File: src/rtl/cook_ctrl.sv
`timescale 1ns/1ps
// cook_ctrl: microwave cooking sequencer with start-edge detection, pause/resume,
// a tick-counted DONE hold period and a duty-cycled magnetron enable.
module cook_ctrl #(
  parameter int LEVELS     = 4,
  parameter int DONE_TICKS = 3,
  parameter int LW         = $clog2(LEVELS)
) (
  input  logic          clk,
  input  logic          resetn,
  input  logic          startn,
  input  logic          stopn,
  input  logic          clearn,
  input  logic          door_closed,
  input  logic          timer_done,
  input  logic          tick,
  input  logic [LW-1:0] power_sel,
  output logic [1:0]    state,
  output logic          cooking,
  output logic          mag_on,
  output logic          done
);

  localparam int HW = $clog2(DONE_TICKS + 1);

  typedef enum logic [1:0] {
    IDLE  = 2'd0,
    COOK  = 2'd1,
    PAUSE = 2'd2,
    DONE  = 2'd3
  } state_e;

  state_e        state_q, state_d;
  logic [LW-1:0] lvl_q, lvl_d;
  logic [LW-1:0] duty_q, duty_d;
  logic [HW-1:0] hold_q, hold_d;
  logic          start_prev_q, start_prev_d;
  logic          start_armed_q, start_armed_d;
  logic          mag_on_q, mag_on_d;

  logic          start_evt;
  logic          start_ok;
  logic [LW-1:0] power_lvl;
  logic [LW-1:0] duty_next;
  logic [HW-1:0] hold_inc;

  // The armed flag blocks a start event until startn has been seen high once
  // after reset, so a button held through reset release does not start cooking.
  always_comb begin
    start_prev_d  = startn;
    start_armed_d = start_armed_q | startn;
    start_evt     = start_armed_q & start_prev_q & ~startn;
    start_ok      = start_evt & door_closed & stopn & clearn & ~timer_done;
    power_lvl     = ({1'b0, power_sel} >= (LW+1)'(LEVELS)) ? LW'(LEVELS - 1) : power_sel;
    duty_next     = (duty_q == LW'(LEVELS - 1)) ? '0 : duty_q + LW'(1);
    hold_inc      = hold_q + HW'(1);
  end

  always_ff @(posedge clk or negedge resetn) begin
    if (!resetn) begin
      state_q <= IDLE;
    end else begin
      state_q <= state_d;
    end
  end

  always_ff @(posedge clk or negedge resetn) begin
    if (!resetn) begin
      lvl_q         <= '0;
      duty_q        <= '0;
      hold_q        <= '0;
      start_prev_q  <= 1'b1;
      start_armed_q <= 1'b0;
      mag_on_q      <= 1'b0;
    end else begin
      lvl_q         <= lvl_d;
      duty_q        <= duty_d;
      hold_q        <= hold_d;
      start_prev_q  <= start_prev_d;
      start_armed_q <= start_armed_d;
      mag_on_q      <= mag_on_d;
    end
  end

  // The duty counter only advances on a tick when COOK is held; any
  // transition out of COOK on the same edge swallows the tick.
  always_comb begin
    state_d = state_q;
    lvl_d   = lvl_q;
    duty_d  = duty_q;
    hold_d  = hold_q;
    case (state_q)
      IDLE: begin
        hold_d = '0;
        if (start_ok) begin
          state_d = COOK;
          lvl_d   = power_lvl;
          duty_d  = '0;
        end
      end
      COOK: begin
        hold_d = '0;
        if (!clearn) begin
          state_d = IDLE;
        end else if (timer_done) begin
          state_d = DONE;
        end else if (!stopn || !door_closed) begin
          state_d = PAUSE;
        end else if (tick) begin
          duty_d = duty_next;
        end
      end
      PAUSE: begin
        hold_d = '0;
        if (!clearn) begin
          state_d = IDLE;
        end else if (timer_done) begin
          state_d = DONE;
        end else if (start_ok) begin
          state_d = COOK;
        end
      end
      DONE: begin
        if (!clearn || !door_closed) begin
          state_d = IDLE;
          hold_d  = '0;
        end else if (tick) begin
          if (hold_inc == HW'(DONE_TICKS)) begin
            state_d = IDLE;
            hold_d  = '0;
          end else begin
            hold_d = hold_inc;
          end
        end
      end
      default: begin
        state_d = IDLE;
        hold_d  = '0;
      end
    endcase
  end

  // mag_on looks at next-state values so it drops on the very edge COOK is left.
  always_comb begin
    mag_on_d = (state_d == COOK) && (duty_d <= lvl_d);
    state    = state_q;
    cooking  = (state_q == COOK);
    done     = (state_q == DONE);
    mag_on   = mag_on_q;
  end

  mag_only_in_cook: assert property (@(posedge clk) disable iff (!resetn)
    mag_on_q |-> (state_q == COOK));
  duty_in_range: assert property (@(posedge clk) disable iff (!resetn)
    (duty_q <= LW'(LEVELS - 1)) && (lvl_q <= LW'(LEVELS - 1)));
  hold_in_range: assert property (@(posedge clk) disable iff (!resetn)
    hold_q < HW'(DONE_TICKS));

endmodule

File: config.mk
export PLATFORM = sky130hd
export DESIGN_NAME = cook_ctrl
export DESIGN_NICKNAME = d
export VERILOG_FILES = /design/src/rtl/cook_ctrl.sv
export SDC_FILE = /design/constraint.sdc
export NUM_CORES = 1
export LEC_CHECK = 0
export ABC_AREA = 0
export CORE_MARGIN = 2
export CORE_UTILIZATION = 40
export CTS_CLUSTER_SIZE = 28
export DETAILED_ROUTE_END_ITERATION = 12
export PLACE_DENSITY = 0.76
export SLEW_MARGIN = 20
export SYNTH_ARGS = -nofsm -noshare
export SYNTH_HDL_FRONTEND = slang
export SYNTH_SLANG_ARGS = --single-unit
File: constraint.sdc
create_clock -name clk -period 3.5 [get_ports clk]
set_input_delay 0.525 -clock clk [delete_from_list [all_inputs] [get_ports clk]]
set_output_delay 0.525 -clock clk [all_outputs]
set_load 0.01 [all_outputs]
Word-level counts from Yosys, hierarchy flattened
Index checks and enable logic that the tools add are counted.
{ "op_classes": {"n_lt_le_gt_ge": 1, "add_sub_neg": 2, "bitwise_logic": 9, "eq_ne": 7, "n_reduce_logical": 8, "mux": 23} }
{ "op_table": {"columns": ["cell", "n"], "rows": [
  ["2-bit 2-to-1 mux", 20],
  ["2-bit == test, second input constant", 4],
  ["2-bit one-hot mux with 2 select lines", 2],
  ["2-bit one-hot mux with 4 select lines", 1],
  ["1-bit AND", 6],
  ["2-bit by 1-bit adder with 2-bit output, second input constant", 2],
  ["2-bit by 1-bit == test with 1-bit output, second input constant", 2],
  ["1-bit zero test", 3],
  ["3-bit by 2-bit inequality test with 1-bit output, second input constant", 1],
  ["3-bit OR reduction", 1],
  ["2-bit <= comparator", 1],
  ["2-bit zero test", 1],
  ["1-bit logical OR", 2],
  ["1-bit inverter", 2],
  ["1-bit logical AND", 1],
  ["1-bit bitwise OR", 1]
]} }
{ "word_totals": {"input_bits": 10, "reg_bits": 11, "elab_cells": 57, "out_inout_bits": 5} }

Logic depth before layout (Yosys ltp)
{ "depth": {"word_depth": 12, "mapped_depth": 9, "mapped_depth_nobuf": 8} }

Least setup slack after synthesis
OpenSTA, ideal clock, no wires.
{ "synth_timing": {"path_type": "input to register", "start": "input timer_done", "end": "register mag_on_q (netlist: mag_on)", "t_required_ns": 3.373, "path_stages": 7, "arrival_ns": 2.019, "setup_slack_ns": 1.354, "cell_sequence": "nand4b_4 or4_4 mux2_4 ha_1 nor2b_1 a2bb2oi_1 nor4_1"} }
{ "synth_via": {"elab_cells_between_ends": 17} }
{ "synth_lines": {"columns": ["item", "line", "rtl"], "rows": [
  ["start, declared", "15", "input logic timer_done,"],
  ["1-bit inverter", "53", "start_ok = start_evt & door_closed & stopn & clearn & ~timer_done;"],
  ["1-bit AND", "53", null],
  ["2-bit 2-to-1 mux", "95", "if (start_ok) begin"],
  ["2-bit 2-to-1 mux", "92", "case (state_q)"],
  ["named net lvl_d[0]", "34", "logic [LW-1:0] lvl_q, lvl_d;"],
  ["2-bit <= comparator", "145", "mag_on_d = (state_d == COOK) && (duty_d <= lvl_d);"],
  ["1-bit logical AND", "145", null],
  ["named net mag_on_d", "39", "logic mag_on_q, mag_on_d;"],
  ["end signal, assigned", "81", "mag_on_q <= mag_on_d;"],
  ["end, declared", "39", null]
]} }
The timed path passes the listed nets, and every way through them passes these cells.
A chain may end at the register's enable or synchronous reset.

Worst setup path in the final report
{ "layout_timing": {"start": "input door_closed", "end": "register mag_on_q (netlist: mag_on)"} }
{ "layout_via": {"elab_cells_between_ends": 25} }
{ "layout_lines": {"columns": ["item", "line", "rtl"], "rows": [
  ["start, declared", "14", "input logic door_closed,"],
  ["1-bit AND (4 in a row)", "53", null],
  ["2-bit 2-to-1 mux", "95", null],
  ["2-bit 2-to-1 mux", "92", null],
  ["named net lvl_d[0]", "34", null],
  ["2-bit <= comparator", "145", null],
  ["1-bit logical AND", "145", null],
  ["named net mag_on_d", "39", null]
]} }
The timed path passes the listed nets, and every way through them passes these cells.

==> results_dict.tcl <==
set metrics [dict create \
    outcome "completed" \
    seq_area_frac_synth_pct 40.4 \
    crit_start "door_closed" \
    vias 598 \
    grt_pass1_wl_um 2290 \
    period_share_pct 72.4 \
    slowest_stage "clkdlybuf4s50_1" \
    min_to "lvl_q[0]" \
    fmax_mhz 395 \
    hold_path_depth 1 \
    dieHeight_um 45.4 \
    r2r_start "start_prev_q" \
    post_cts_buffers 0 \
    hp-start "lvl_q[0]" \
    post_drt_wl_per_cell_um 13.9 \
    grt_usage_pct 15.7 \
    io_pins 15 \
    setup-tns-final_ns 0 \
    grt_pass1_vias 529 \
    synth_edf_count 0 \
    synth_top_area_cell "dfrtp_1" \
    drt_first_iter_violations 11 \
    vdd_drop_max_uv 338 \
    place_hpwl_um 1070 \
    holdCritPathClass "register to register" \
    cp.arrival_ns 2.69 \
    max_cap_violations 0 \
    ys_top_cells_by_count "dfrtp_1 (10), inv_1 (6), nand2_1 (5), nor2_1 (5), o21ai_0 (4)" \
    synth_seq_cells 11 \
    critical_path.top_delay_family "simple AND/OR/NAND/NOR gates" \
    period_needed_ns 2.53 \
    slew_violations 0 \
    cp_max_fo 6 \
    die_w_um 45.4 \
    relSlewSlack_pct 65.0 \
    initial_core_util_pct 43.9 \
    syn_inst 69 \
    cts.sink_count 11 \
    leakage_nw 0.378 \
    synth.area.top_cells "dfrtp_1 (37%), ha_1 (5.5%), mux2_4 (4.4%), dfstp_2 (3.8%), nand4b_4 (3.5%)" \
    syn_avg_cell_area_um2 9.92 \
    die_area_mm2 0.00206 \
    gp_congestion 0.764 \
    io_buffers 14 \
    drtPass1Iterations 5 \
    syn_to_final_growth_pct 26.7 \
    async_reset_ff_share_pct 100 \
    antenna_found_initial 0 \
    synth_most_common_cell "dfrtp_1" \
    worst_setup_path_start_kind "input pin" \
    cp.buffers_inverters 1 \
    synth_fp_nets 82 \
    finClkSkew_ns 0.00609 \
    synth_cell_types 33 \
    post_cts_resized 0 \
    synth.top_cell.area_share_pct 36.6 \
    cts_tree "done" \
    reg2reg_slack_ns 1.37 \
    yosys_most_used_dff "dfrtp_1" \
    fp-row-count 14 \
    netlist_area_um2 684 \
    drt-total-wl_um 1410 \
    holdBufCountCts 0 \
    r2r_end "mag_on" \
    post-route-drc-count 0 \
    required_ns 3.65 \
    nets 100 \
    core_mm2 0.00156 \
    root_buffer "clkbuf_4" \
    viasPerCell 5.86 \
    numCtsBuffers 3 \
    grt_overflow 0 \
    antenna_cells 0 \
    drive_gt1_share_pct 12.8 \
    grt_max_degree 13 \
    tightest_slew_ns 0.523 \
    r2r_cells 7 \
    final_core_util_pct 55.6 \
    crit_path_cell_trace "clkdlybuf4s50_1 -> nand4b_4 -> or4_4 -> mux2_4 -> ha_1 -> nor2b_1 -> a2bb2oi_1 -> nor4_1" \
    power_density_mw_per_mm2 544 \
    clk_path_buf_depth 2 \
    cpPeakStageDelay_ns 0.60 \
    yosysWarnings 0 \
    cp-end-kind "register" \
    worstSetupPathType "input pin to register" \
    htree_num_levels 1 \
    setup_violations 0 \
    rsz0062_at_grt "false" \
    clk_pin_slew_ns 0.07 \
    ant_nets 0 \
    worstSkewPairLatency_ns 0.27 \
    finalHoldViolations 0 \
]
[worst reg2reg max path: stages (launching register included)]
cell	delay (ns)
dfstp_2	0.53
nand3b_1	0.15
or4_4	0.49
mux2_4	0.33
ha_1	0.19
nor2b_1	0.11
a2bb2oi_1	0.16
nor4_1	0.06
[final cells by class]
class	instances	area [um2]
timing repair buffer	14	140
inverter	6	22.5
fill	147	692
multi-input combinational	51	382
clock buffer	4	26.3
sequential	11	277
tap	16	20.0
[state kept, by name, summed over array words and instances (netlist names)]
signal	count
start_prev_q	1
lvl_q	2
duty_q	2
state	2
mag_on	1
hold_q	2
start_armed_q	1
[cell families after synthesis]
logic type	Yosys count	share of synthesized area, %
simple gates	27	26.0
flops	11	40.4
mux	3	5.85
fa+ha+maj	3	5.49
compound gates	18	18.5
buf+inv	7	3.84
[cell usage in the layout, fill, tap and decap left out, types with 2 or more instances in the layout]
cell type / instances
nand2_1: 5
a21oi_1: 3
clkbuf_4: 3
nor2_1: 5
o21ai_0: 4
a31oi_1: 2
nand4_1: 3
ha_1: 3
clkdlybuf4s50_1: 14
o221ai_1: 2
dfrtp_1: 10
mux2_4: 2
nor2b_1: 2
inv_1: 6
and2_1: 2
[layer usage]
layer | wire, um | part of all wire [%] | global-route usage [%] | up-vias
met4 | 36 | 2.5 | 8.82 | 0
met5 | 0 | 0 | 0 | -
met3 | 70 | 5.0 | 2.80 | 7
met2 | 593 | 42 | 23.1 | 26
met1 | 713 | 50 | 21.4 | 271
li1 | - | - | - | 294
[worst max-delay path by stage]
stage               slack (ns)  cells past startpoint  endpoint
floorplan                 1.35                      7    mag_on
global placement          0.70                      8    mag_on
detailed placement        0.68                      8    mag_on
CTS                       0.96                      8    mag_on
global route              0.90                      8    mag_on
finish                    0.97                      8    mag_on
[stage by stage]
step	std cells	setup slack, ns	total power [mW]	hold slack, ns	area, um2
2_1_floorplan	69	1.35	0.311	0.229	684
3_3_place_gp	98	0.705	0.380	0.483	841
3_5_place_dp	98	0.679	0.384	0.482	841
4_1_cts	102	0.964	0.475	0.502	867
5_1_grt	102	0.895	0.504	0.510	867
6_report	102	0.967	0.471	0.498	867
[where the power goes]
part | internal (mW) | leakage (nW) | total, mW | switching, mW
Combinational | 0.110 | 0.222 | 0.196 | 0.0862
Clock | 0.0441 | 0.0150 | 0.0885 | 0.0444
Sequential | 0.152 | 0.141 | 0.187 | 0.0345
Total | 0.306 | 0.378 | 0.471 | 0.165
Note: power is estimated with default switching activity, not from simulation.
